$ cat config.mk
export PLATFORM = sky130hd
export DESIGN_NAME = dmem_arbiter
export DESIGN_NICKNAME = d
export VERILOG_FILES = /design/src/rtl/dmem_arbiter.sv
export SDC_FILE = /design/constraint.sdc
export NUM_CORES = 1
export LEC_CHECK = 0
export ABC_CLOCK_PERIOD_IN_PS = 1820
export CORE_AREA = 3 3 119 121
export CTS_CLUSTER_SIZE = 8
export DETAILED_ROUTE_END_ITERATION = 16
export DIE_AREA = 0 0 122 124
export HOLD_SLACK_MARGIN = 0.1
export PLACE_DENSITY = 0.59
export SETUP_SLACK_MARGIN = 0.3
export SLEW_MARGIN = 10
export SYNTH_ARGS = -nofsm -noshare
export SYNTH_HDL_FRONTEND = slang
export SYNTH_SLANG_ARGS = --single-unit
$ cat constraint.sdc
create_clock -name clk -period 1.82 [get_ports clk]
set_input_delay 0.455 -clock clk [delete_from_list [all_inputs] [get_ports clk]]
set_output_delay 0.455 -clock clk [all_outputs]
set_load 0.02 [all_outputs]
$ cat src/rtl/dmem_arbiter.sv
// dmem_arbiter: shares the single data-memory port between the core's
// load/store path and a debug/loader master. The debug master wins while
// the core is waiting, but only for a bounded burst, so the core cannot starve.
module dmem_arbiter #(
  parameter int DATA_WIDTH = 32,
  parameter int ADDR_WIDTH = 32,
  parameter int MAX_BURST  = 4
) (
  input  logic                  clk,
  input  logic                  rst_n,
  // core load/store path
  input  logic                  core_req,
  input  logic                  core_we,
  input  logic [ADDR_WIDTH-1:0] core_addr,
  input  logic [DATA_WIDTH-1:0] core_wdata,
  input  logic [2:0]            core_load_sel,
  input  logic [1:0]            core_store_sel,
  output logic [DATA_WIDTH-1:0] core_rdata,
  output logic                  core_stall,
  // debug / loader master
  input  logic                  dbg_req,
  input  logic                  dbg_we,
  input  logic [ADDR_WIDTH-1:0] dbg_addr,
  input  logic [DATA_WIDTH-1:0] dbg_wdata,
  output logic                  dbg_gnt,
  output logic                  dbg_rvalid,
  output logic [DATA_WIDTH-1:0] dbg_rdata,
  // data memory port
  output logic [ADDR_WIDTH-1:0] mem_addr,
  output logic [DATA_WIDTH-1:0] mem_wdata,
  output logic                  mem_wr_en,
  output logic [2:0]            mem_load_sel,
  output logic [1:0]            mem_store_sel,
  input  logic [DATA_WIDTH-1:0] mem_rdata
);

  localparam int CNT_W = $clog2(MAX_BURST + 1);
  localparam logic [CNT_W-1:0] MAX_CNT = CNT_W'(MAX_BURST);

  localparam logic [2:0] LOAD_WORD  = 3'b010;
  localparam logic [1:0] STORE_WORD = 2'b10;

  logic [CNT_W-1:0]      burst_cnt_reg;
  logic [CNT_W-1:0]      burst_cnt_next;
  logic                  dbg_rvalid_reg;
  logic [DATA_WIDTH-1:0] dbg_rdata_reg;

  logic dbg_owner;
  logic core_owner;

  // Ownership: debug wins unless the core has already waited a full burst.
  always_comb begin
    dbg_owner  = dbg_req & (~core_req | (burst_cnt_reg < MAX_CNT));
    core_owner = core_req & ~dbg_owner;
  end

  // Burst counter only advances while the core is actually waiting; any core
  // grant or core idle cycle restarts the budget. At MAX_CNT the core wins,
  // so the counter cannot go past it.
  always_comb begin
    burst_cnt_next = burst_cnt_reg;
    if (!core_req || core_owner) begin
      burst_cnt_next = '0;
    end else if (dbg_owner && (burst_cnt_reg < MAX_CNT)) begin
      burst_cnt_next = burst_cnt_reg + CNT_W'(1);
    end
  end

  // Memory port mux. Idle cycles park on word encodings with no write, and a
  // stalled core store never reaches the memory because only the owner drives it.
  always_comb begin
    mem_addr      = '0;
    mem_wdata     = '0;
    mem_wr_en     = 1'b0;
    mem_load_sel  = LOAD_WORD;
    mem_store_sel = STORE_WORD;
    if (core_owner) begin
      mem_addr      = core_addr;
      mem_wdata     = core_wdata;
      mem_wr_en     = core_we;
      mem_load_sel  = core_load_sel;
      mem_store_sel = core_store_sel;
    end else if (dbg_owner) begin
      mem_addr      = dbg_addr;
      mem_wdata     = dbg_wdata;
      mem_wr_en     = dbg_we;
    end
  end

  // Burst counter and debug read-return registers.
  always_ff @(posedge clk or negedge rst_n) begin
    if (!rst_n) begin
      burst_cnt_reg  <= '0;
      dbg_rvalid_reg <= 1'b0;
      dbg_rdata_reg  <= '0;
    end else begin
      burst_cnt_reg  <= burst_cnt_next;
      dbg_rvalid_reg <= dbg_owner & ~dbg_we;
      if (dbg_owner && !dbg_we) begin
        dbg_rdata_reg <= mem_rdata;
      end
    end
  end

  assign core_rdata = mem_rdata;
  assign core_stall = core_req & ~core_owner;
  assign dbg_gnt    = dbg_owner;
  assign dbg_rvalid = dbg_rvalid_reg;
  assign dbg_rdata  = dbg_rdata_reg;

endmodule

# Word level (Yosys, flattened, before mapping)
# Cells that the tools add are included.
dict set report classes {
  addsub 1
  n_lt_le_gt_ge 1
  n_mux 10
  n_bitwise 9
  reduce_logical 6
}
# cell count
set ops {}
lappend ops {{$mux 32} 4}
lappend ops {{$mux 3} 3}
lappend ops {{$and 1x1->1} 4}
lappend ops {{$not 1->1} 4}
lappend ops {{$add 3x1->3 const B} 1}
lappend ops {{$lt 3x3->1 const B} 1}
lappend ops {{$logic_and 1x1->1} 2}
lappend ops {{$logic_not 1->1} 2}
lappend ops {{$mux 1} 2}
lappend ops {{$mux 2} 1}
lappend ops {{$reduce_bool 2->1} 1}
lappend ops {{$logic_or 1x1->1} 1}
lappend ops {{$or 1x1->1} 1}
dict set report word_totals {
  register_bits 36
  in_bits 171
  output_inout_bits 137
  wordCells 30
}

# Logic depth before layout (Yosys ltp)
# Gate-level depths: netlist (run 1).
dict set report depth {
  ltp_word 7
  ltp_mapped 5
  depth_no_buf 3
}

# Worst setup path after synthesis (run 1)
# No wires, ideal clock.
dict set report synth_timing {
  path_type {in2out}
  startpoint {input port dbg_req}
  endpoint {output port mem_addr[12]}
  arrival_time_ps 1353
  required_time_ps 1365
  slack_ps 12
  stages 3
  path_buffers 1
  path_cell_list {a21boi_2 > clkbuf_1 > a22o_1}
}
dict set report synth_via {
  elab_chain_cells 4
  elab_cells_between_ends 5
  classes_between {2 x mux; 3 x bitwise}
}
# item line
set synth_rtl {}
lappend synth_rtl {{start: declaration} 21} ;# input logic dbg_req,
lappend synth_rtl {{$and 1x1->1 (*)} 53} ;# dbg_owner = dbg_req & (~core_req | (burst_cnt_reg < MAX_CNT));
lappend synth_rtl {{net dbg_gnt} 25} ;# output logic dbg_gnt,
lappend synth_rtl {{$not 1->1} 54} ;# core_owner = core_req & ~dbg_owner;
lappend synth_rtl {{$and 1x1->1} 54}
lappend synth_rtl {{$mux 32 (*)} 77} ;# if (core_owner) begin
lappend synth_rtl {{end: declaration} 29} ;# output logic [ADDR_WIDTH-1:0] mem_addr,
# The timed path passes the listed nets; every way through them passes the cells marked *.

# Final worst setup path (run 1)
dict set report layout_timing {
  startpoint {register burst_cnt_reg[2]}
  endpoint {output port mem_addr[29]}
}
dict set report layout_via {
  elab_chain_cells 6
  elab_cells_between_ends 7
  classes_between {1 x order compare; 2 x mux; 4 x bitwise}
}
# item line
set layout_rtl {}
lappend layout_rtl {{start: declaration} 43} ;# logic [CNT_W-1:0] burst_cnt_reg;
lappend layout_rtl {{start signal: assignment} 97} ;# burst_cnt_reg <= burst_cnt_next;
lappend layout_rtl {{$lt 3x3->1 (*)} 53}
lappend layout_rtl {{$or 1x1->1 (*)} 53}
lappend layout_rtl {{$and 1x1->1 (*)} 53}
lappend layout_rtl {{$not 1->1} 54}
lappend layout_rtl {{$and 1x1->1} 54}
lappend layout_rtl {{$mux 32 (*)} 77}
# Mark *: on every way between the ends. The rest lies on a longest branch, timed or not.

==> flow_summary.json, run 1 <==
{
  "cts-root-buf": "clkbuf_16",
  "drive_above_1_share_pct": 55.6,
  "synth.largest_area_cell": "dfrtp_1",
  "largest_register_ffs": 32,
  "p_leak_nw": 3.46,
  "end_kind": "output pin",
  "seq_area_frac_synth_pct": 37.8,
  "tritoncts.num_buffers": 5,
  "first_iter_violations": 78,
  "core.rowCount": 42,
  "cts_tree": "yes",
  "vias": 3058,
  "grt_pass1_wl_mm": 19.6,
  "worst_slack_ns": -0.271,
  "fillers": 1113,
  "numPortBuffers": 307,
  "drv_cap": 0,
  "clk_latency_ns": 0.28,
  "dr.max_layer_used": "met4",
  "netlist_area_mm2": 0.00239,
  "slew-limit-headroom_pct": 71.2,
  "grt_overflow": 0,
  "p_per_area_mw_per_mm2": 537,
  "finalNonFillerCells": 717,
  "slew_violations": 0,
  "grt_use_total_pct": 17.0,
  "crit_required_ns": 1.36,
  "grt_max_degree": 20,
  "met2_length_mm": 7.48,
  "fp.dieArea_mm2": 0.0151,
  "postSynthAreaPerCell_um2": 12.1,
  "placed_area_mm2": 0.00637,
  "dpl.hpwl_mm": 10.3,
  "dr.pass1.iters": 4,
  "gp_congestion": 0.798,
  "clockBufferDepth": 2,
  "syn2layout_area_growth_pct": 206,
  "hold_violations": 0,
  "routed_via_density": 4.26,
  "nets": 712,
  "fp.dieW_um": 122,
  "initial_core_util_pct": 18.1,
  "synth_seq_cells": 36,
  "timing.final.crit_share_pct": 115,
  "worstPathArrival_ns": 1.64,
  "violations": "negative setup slack",
  "min-delay-path-class": "primary input to async pin",
  "crit_fanout": 6,
  "start_kind": "flop",
  "rsz0062_at_grt": "yes",
  "worst_slew_pin_slew_ns": 0.431,
  "wl_met1_mm": 5.34,
  "post-route-min-period_ns": 2.09,
  "drt-wirelength-per-cell_um": 19.6,
  "drc": 0,
  "setup_viol": 103,
  "synth.area.top_cells": "dfrtp_1, a22o_1, mux2_4, buf_4, buf_2",
  "numClockSinks": 36,
  "irDropWorstVdd_mv": 0.371,
  "grt_antenna_before_repair": 0,
  "dp.cells": 674,
  "h-tree-depth": 2,
  "fin_area_mm2": 0.00731,
  "ys_warn_count": 0,
  "synth_top_area_share_pct": 37.8,
  "crit_type": "flop to output pin",
  "grt_pass1_vias": 3306,
  "ant_nets": 0,
  "fmax_mhz": 478,
  "num_io_pins": 308,
  "num_antenna_cells": 0,
  "core_mm2": 0.0132,
  "synth_cell_types": 18,
  "clk_pin_slew_ns": 0.06,
  "clock_skew_ns": 0.00863,
  "die_height_um": 124,
  "drt-total-wl_mm": 14.1,
  "outcome": "finished with violations",
  "routed-wl-met3_mm": 1.19,
  "synthCells": 198,
  "syn_nets": 370
}
## power breakdown
group	leakage (nW)	switching, mW	internal [mW]	total (mW)
Combinational	2.96	0.826	1.24	2.07
Sequential	0.429	0.0595	0.909	0.969
Clock	0.0772	0.344	0.547	0.892
## cell usage after synthesis, drive strengths merged
master / n
a21boi: 2
a22o: 65
and2: 5
buf: 48
clkbuf: 2
dfrtp: 36
ha: 1
inv: 1
mux2: 32
nand2: 1
nand2b: 2
nor2: 1
nor2b: 1
nor3: 1
## critical path, stage by stage (launching register included)
cell	delay [ns]
dfrtp_1	0.41
inv_2	0.08
a21boi_4	0.06
buf_12	0.15
buf_12	0.13
clkbuf_16	0.15
a22o_4	0.24
buf_6	0.13
## final cells by class
| type | count | area (um2) | share of cell area (%) |
|---|---|---|---|
| Clock buffer | 6 | 139 | 1.90 |
| Clock inverter | 2 | 13.8 | 0.188 |
| Inverter | 1 | 3.75 | 0.0514 |
| Multi-Input combinational cell | 111 | 1780 | 24.3 |
| Sequential cell | 36 | 901 | 12.3 |
| Tap cell | 176 | 220 | 3.01 |
| Timing Repair Buffer | 385 | 4260 | 58.2 |
## layer usage
metal  GRT usage, %  vias up
met4           2.10        0
met5              0        -
met1           19.8     1489
met2           31.9      148
li1               -     1417
met3           4.68        4
## path summary, 6_finish.rpt
kind	from	endpoint	slack [ns]	depth (start not counted)
max	burst_cnt_reg[2]$_DFFE_PN0P_	mem_addr[29]	-0.27	7
max in group asynchronous	rst_n	dbg_rdata[24]$_DFFE_PN0P_	1.11	2
min reg2reg	burst_cnt_reg[0]$_DFFE_PN0P_	burst_cnt_reg[0]$_DFFE_PN0P_	0.44	1
max reg2reg	burst_cnt_reg[2]$_DFFE_PN0P_	dbg_rdata[10]$_DFFE_PN0P_	-0.25	9
min	rst_n	dbg_rdata[4]$_DFFE_PN0P_	0.11	1
min in group clk	burst_cnt_reg[0]$_DFFE_PN0P_	burst_cnt_reg[0]$_DFFE_PN0P_	0.44	1
## kinds of logic (layout without fill, tap and decap cells)
kind of cell / count (synthesis) / after routing / synth area share (%)
AO/OA/AOI/OAI: 67 / 67 / 24.6
buffers and inverters: 51 / 394 / 14.8
flip-flops: 36 / 36 / 37.8
multiplexers: 32 / 32 / 19.7
AND/OR/NAND/NOR: 11 / 11 / 2.62
adder cells (fa/ha/maj): 1 / 1 / 0.524
## what timing repair did
action                     CTS  global route
hold buffers                 0             0
pin swaps                    9             7
buffers inserted            16             4
setup endpoints to repair  170           105
gates cloned                10             5
gates resized for setup    732            14
## layout by cell type (no fill, tap or decap), types with 2 or more instances in the layout
cell / count
buf_6: 123
clkbuf_16: 10
mux2_4: 32
dlygate4sd2_1: 65
buf_4: 28
clkdlybuf4s50_1: 135
buf_2: 2
a22o_4: 65
and2_1: 2
dfrtp_1: 36
and2_4: 3
nand2b_4: 2
buf_16: 10
a21boi_4: 2
buf_12: 12
buf_8: 3
## metrics by stage
stage	setup WS (ns)	setup TNS (ns)	util (%)	power, mW	hold slack, ns
2_1_floorplan	0.241	0	-	1.88	0.159
3_3_place_gp	-1.00	-95.54	48.3	2.89	0.419
6_report	-0.271	-22.92	55.4	3.93	0.108
4_1_cts	-0.273	-21.78	53.8	3.93	0.118
5_1_grt	-0.316	-28.41	55.4	4.10	0.139
3_5_place_dp	-1.02	-97.90	48.3	2.90	0.423
No activity file was read; power rests on OpenSTA's default activity.
==> run 2, diff against run 1 <==
Settings changed: ABC_AREA set to 1, DONT_BUFFER_PORTS set to 1, PLACE_DENSITY 0.59 to 0.33, SLEW_MARGIN 10 to not set.
==> run 2 against run 1 <==
The flow still finishes with violations (negative setup slack); clock power shrank 3.0%; non-clock buffer count fell by 369; combinational power decreased by 71%; design area is 52% lower; critical path depth down 2; clock-buffer cell count unchanged; synthesized area increased by 19%; global-route usage decreased by 3.7 points; power fell by 35%; wire length decreased by 20%; clock skew shrank 0.0022 ns; largest power group is now sequential cells.
==> flow_summary.json, run 2 <==
{
  "die_height_um": 124,
  "p_leak_nw": 1.61,
  "slew_violations": 0,
  "post_cts_buffers": 0,
  "num_io_pins": 308,
  "worstPathCellList": "nand2_8 -> nand2_8 -> buf_12 -> nand3_1 -> nand2_2",
  "grt_pass1_wl_mm": 15.7,
  "grt_antenna_before_repair": 0,
  "slew-limit-headroom_pct": 75.5,
  "first_iter_violations": 83,
  "numPortBuffers": 0,
  "min-delay-path-class": "primary input to flop",
  "tritoncts.num_buffers": 5,
  "power_mw": 2.55,
  "vias": 2784,
  "ys_warn_count": 0,
  "layout_common_cells": "nand3_1, nand2_1, nand2_2",
  "rsz0062_at_grt": "yes",
  "use_met1_pct": 14.9,
  "busiest_layer": "met2",
  "synth.largest_area_cell": "dfrtp_1",
  "dp.cells": 539,
  "gp_congestion": 0.717,
  "synth_edf_count": 0,
  "post-route-min-period_ns": 1.83,
  "crit_top_cell": "nand2_8",
  "crit_fanout": 18,
  "fmax_mhz": 548,
  "worst_slack_ns": -0.00567,
  "clockBufferDepth": 2,
  "synthArstFlopShare_pct": 100,
  "core.rowCount": 42,
  "hold_violations": 0,
  "worst_path_largest_cell_delay_ns": 0.42,
  "worstPathArrival_ns": 1.37,
  "drv_cap": 0,
  "cp_top_family": "simple AND/OR/NAND/NOR gates",
  "netlist_area_mm2": 0.00284,
  "syn_nets": 597,
  "outcome": "finished with violations",
  "drt-wirelength-per-cell_um": 20.3,
  "dpl.hpwl_mm": 8.05,
  "synth_cell_types": 17,
  "violations": "negative setup slack",
  "setup_viol": 3,
  "end_kind": "output pin",
  "drive_above_1_share_pct": 32.5,
  "clock_skew_ns": 0.00647,
  "met3_usage_pct": 3.13,
  "fp.dieArea_mm2": 0.0151,
  "p_per_area_mw_per_mm2": 728,
  "ant_nets": 0,
  "critPathBufInv": 1,
  "synth_seq_cells": 36,
  "cts_tree": "yes",
  "whs_ns": 0.323,
  "ys_top_cells_by_count": "nand2_1, nand3_1, buf_4",
  "grt_overflow": 0,
  "num_antenna_cells": 0,
  "cpMaxStageDelayCell": "dfrtp_1",
  "timing.final.crit_share_pct": 100,
  "synth_flop_cell": "dfrtp_1",
  "fin_tns_setup_ns": -0.0118,
  "dr.pass1.iters": 4,
  "largest_register_ffs": 32,
  "core_mm2": 0.0132,
  "grt_use_total_pct": 13.3,
  "clk_latency_ns": 0.28,
  "start_kind": "flop",
  "grt_pass1_vias": 2622,
  "synthCells": 425,
  "drc": 0,
  "drt-total-wl_mm": 11.2,
  "seq_area_frac_synth_pct": 31.8,
  "grt_max_degree": 100,
  "postSynthAreaPerCell_um2": 6.67,
  "crit_type": "flop to output pin",
  "crit_required_ns": 1.36,
  "layout_commonest_cell": "nand3_1",
  "numClockSinks": 36,
  "h-tree-depth": 2,
  "worst_slew_pin_slew_ns": 0.367,
  "routed_via_density": 5.05,
  "clk_pin_slew_ns": 0.06,
  "finalNonFillerCells": 551,
  "synth.area.top_cells": "dfrtp_1, nand3_1, nand2_1, buf_4, nand4_1",
  "fp.dieW_um": 122,
  "nets": 546,
  "irDropWorstVdd_mv": 0.569,
  "synth_top_area_share_pct": 31.8,
  "synth_most_common_cell": "nand2_1",
  "syn2layout_area_growth_pct": 23.4,
  "initial_core_util_pct": 21.5,
  "use_met2_pct": 25.3,
  "cts-root-buf": "clkbuf_16"
}
run 2: changes by cell type after synthesis, sizes merged, moves of 16 or more:
cell | previous run | this run
mux2 | 32 | 0
nand2 | 1 | 134
a22o | 65 | 0
buf | 48 | 64
nand4 | 0 | 32
nand3 | 0 | 130
run 2: path summary, 6_finish.rpt:
check	start	end	slack [ns]	cells after the start
setup / recovery	burst_cnt_reg[2]$_DFFE_PN0P_	mem_wdata[10]	-0.006	5
hold / removal	mem_rdata[28]	dbg_rdata[28]$_DFFE_PN0P_	0.32	2
setup reg to reg	burst_cnt_reg[2]$_DFFE_PN0P_	dbg_rdata[21]$_DFFE_PN0P_	0.45	6
hold reg to reg	burst_cnt_reg[0]$_DFFE_PN0P_	burst_cnt_reg[0]$_DFFE_PN0P_	0.44	1
max in group asynchronous	rst_n	dbg_rdata[5]$_DFFE_PN0P_	1.00	2
min in group asynchronous	rst_n	dbg_rdata[19]$_DFFE_PN0P_	0.62	2
run 2: report_power, final:
group,internal [mW],total [mW],switching (mW)
combinational,0.197,0.603,0.406
sequential,0.893,1.08,0.187
clock,0.539,0.865,0.325
run 2: cells by family (layout without fill, tap and decap cells):
logic type | after synthesis | after routing | synth area share [%]
adder cells (fa/ha/maj) | 1 | 1 | 0.441
buffers and inverters | 84 | 34 | 17.7
flip-flops | 36 | 36 | 31.8
AND/OR/NAND/NOR | 304 | 304 | 50.1
run 2: stage by stage:
| stage | util [%] | cell area [um2] | setup slack, ns |
|---|---|---|---|
| finish | 26.5 | 3500 | -0.00567 |
| CTS | 26.3 | 3460 | -0.0201 |
| global placement | 22.9 | 3020 | 0.0709 |
| detailed placement | 22.9 | 3020 | 0.0480 |
| floorplan | - | 3210 | 0.222 |
| global route | 26.5 | 3500 | -0.0569 |
run 2: cell type report:
class / count / area (um2)
Inverter: 10 / 40.0
Sequential cell: 36 / 901
Multi-Input combinational cell: 305 / 1930
Tap cell: 176 / 220
Clock buffer: 6 / 139
Fill cell: 1443 / 9690
Timing Repair Buffer: 16 / 259
Clock inverter: 2 / 10.0
run 2: timing repair:
action,4_1_cts,5_1_grt
endpoints found under the hold margin,36,0
gates resized for setup,46,7
pin swaps,19,0
hold buffers,2,0
gates cloned,2,0
setup endpoints to repair,104,72
run 2: layer usage:
| layer | share of wire, % | up-vias |
|---|---|---|
| met2 | 55 | 154 |
| met4 | 1.3 | 0 |
| met1 | 35 | 1328 |
| met3 | 8.7 | 7 |
| met5 | 0 | - |
| li1 | - | 1295 |
run 2: worst register-to-register path, stage by stage, from the launching register on:
cell and delay, ns:
dfrtp_1 0.42, nand2_8 0.15, buf_16 0.21, nand3_2 0.12, buf_4 0.22, nand2_1 0.07, nand2_1 0.05
==> run 3, diff against run 2 <==
Settings changed: ABC_AREA 1 to not set, PLACE_DENSITY 0.33 to 0.3, REMOVE_ABC_BUFFERS set to 1.
==> run 3 against run 2 <==
The run still ends with negative setup slack left; cell count down 27%; worst setup slack worse by 0.17 ns; wire length up 0.85%; sequential cell count unchanged; clock-buffer cell count up 1; sequential power up 5%; maximum frequency down 8.3%; worst hold slack worse by 0.0042 ns; critical path type unchanged; largest cell class unchanged.
==> flow_summary.json, run 3 (synthesized netlist as in run 1, its figures left out) <==
{
  "slew_violations": 0,
  "fp.dieArea_mm2": 0.0151,
  "grt_overflow": 0,
  "nets": 399,
  "clockBufferDepth": 2,
  "numPortBuffers": 0,
  "gp_congestion": 0.817,
  "largest_register_ffs": 32,
  "crit_type": "flop to output pin",
  "core_mm2": 0.0132,
  "worst_slack_ns": -0.171,
  "crit_fanout": 21,
  "start_kind": "flop",
  "slew-limit-headroom_pct": 82.9,
  "initial_core_util_pct": 18.1,
  "clk_pin_slew_ns": 0.06,
  "drv_cap": 0,
  "cts_tree": "yes",
  "drt-total-wl_mm": 11.3,
  "min_to": "dbg_rdata[0]$_DFFE_PN0P_",
  "grt_pass1_vias": 1952,
  "outcome": "finished with violations",
  "hold_path_depth": 1,
  "met3_usage_pct": 4.59,
  "core.rowCount": 42,
  "fp.dieW_um": 122,
  "routed_via_density": 4.65,
  "grt_pass1_wl_mm": 14.2,
  "clk_latency_ns": 0.28,
  "h-tree-depth": 2,
  "die_height_um": 124,
  "num_antenna_cells": 0,
  "ant_nets": 0,
  "post-route-min-period_ns": 1.99,
  "p_per_area_mw_per_mm2": 719,
  "worst_path_largest_cell_delay_ns": 0.43,
  "p_leak_nw": 1.89,
  "hold_violations": 0,
  "use_met2_pct": 22.1,
  "crit_top_cell": "buf_12",
  "worstPathCellList": "inv_2 -> a21boi_4 -> buf_4 -> buf_12 -> a22o_4 -> buf_12",
  "clkPwrFrac_pct": 27.8,
  "use_met1_pct": 15.4,
  "hold_path_startpoint": "mem_rdata[0]",
  "r2r_slack_ns": -0.04,
  "switchingPower_mw": 0.975,
  "violations": "negative setup slack",
  "worst_slew_pin_slew_ns": 0.256,
  "grt_antenna_before_repair": 0,
  "cpMaxStageDelayCell": "dfrtp_2",
  "p_comb_share_pct": 34.8,
  "worstPathArrival_ns": 1.54,
  "seqPwrFrac_pct": 37.4,
  "grt_use_total_pct": 13.3,
  "fin_tns_setup_ns": -8.39,
  "end_kind": "output pin",
  "layout_commonest_cell": "a22o_4",
  "setup_viol": 97,
  "numClockSinks": 36,
  "dpl.hpwl_mm": 8.04,
  "num_io_pins": 308,
  "irDropWorstVdd_mv": 0.379,
  "grt_max_degree": 37,
  "critPathBufInv": 4,
  "internal-power_mw": 2.04,
  "reg2regPathDepth": 8,
  "min-delay-path-class": "primary input to flop",
  "clock_skew_ns": 0.00566,
  "timing.final.crit_share_pct": 109,
  "layout_common_cells": "a22o_4, dfrtp_1, mux2_4",
  "reg2reg_to": "dbg_rdata[9]$_DFFE_PN0P_",
  "cts-root-buf": "clkbuf_16",
  "dr.pass1.iters": 4,
  "rr_startpoint": "burst_cnt_reg[2]$_DFFE_PN0P_",
  "syn2layout_area_growth_pct": 75.5,
  "rsz0062_at_grt": "yes",
  "cp_top_family": "buffers and inverters",
  "power.switching_fraction_pct": 32.4,
  "drc": 0,
  "first_iter_violations": 71,
  "tritoncts.num_buffers": 5,
  "vias": 1878,
  "utilization_pct": 31.7,
  "busiest_layer": "met2",
  "fmax_mhz": 502,
  "drive_above_1_share_pct": 78.5,
  "crit_required_ns": 1.36,
  "drt-wirelength-per-cell_um": 27.9
}
-- run 3: layer usage --
layer  vias to the layer above  wire length, um
met5                         -                0
met4                         0              454
met1                       906             4230
met3                        20             1170
met2                       175             5430
li1                        777                -
-- run 3: area by class of cell --
| class | instances | area [um2] |
|---|---|---|
| Fill cell | 1298 | 9000 |
| Clock inverter | 1 | 8.76 |
| Timing Repair Buffer | 72 | 1260 |
| Multi-Input combinational cell | 111 | 1660 |
| Clock buffer | 7 | 133 |
| Tap cell | 176 | 220 |
| Inverter | 1 | 3.75 |
| Sequential cell | 36 | 902 |
-- run 3: worst max-delay path by stage --
stage / endpoint / slack, ns / cells after the start / startpoint
after CTS: mem_wdata[3] / -0.19 / 6 / burst_cnt_reg[2]$_DFFE_PN0P_
after global placement: mem_addr[11] / -0.08 / 5 / burst_cnt_reg[2]$_DFFE_PN0P_
after detailed placement: mem_addr[11] / -0.07 / 5 / burst_cnt_reg[2]$_DFFE_PN0P_
final: mem_wdata[0] / -0.17 / 6 / burst_cnt_reg[2]$_DFFE_PN0P_
after global routing: mem_wdata[0] / -0.22 / 6 / burst_cnt_reg[2]$_DFFE_PN0P_
after floorplan: dbg_rdata[27]$_DFFE_PN0P_ / -3.15 / 3 / core_req
-- run 3: what timing repair did --
action,4_1_cts,5_1_grt
hold buffers,2,0
gates cloned,9,4
buffers inserted,17,14
endpoints found under the hold margin,36,0
endpoints found under the setup margin,103,105
pin swaps,50,16
resized for setup,129,23
-- run 3: stage by stage --
step	area, um2	instances	setup slack [ns]	hold WS, ns	power (mW)
after global placement	2670	350	-0.0773	0.160	1.82
after CTS	3860	386	-0.186	0.316	2.96
final	4190	404	-0.171	0.319	3.01
after floorplan	2040	148	-3.15	0.159	1.60
after global routing	4190	404	-0.215	0.307	3.14
after detailed placement	2670	350	-0.0731	0.160	1.82
-- run 3: power groups by stage --
stage	clock network, mW	registers [mW]	logic, mW
after global routing	0.910	1.14	1.09
after floorplan	0	1.11	0.484
after CTS	0.855	1.13	0.980
after global placement	0	1.15	0.677
after detailed placement	0	1.14	0.681
final	0.836	1.13	1.05
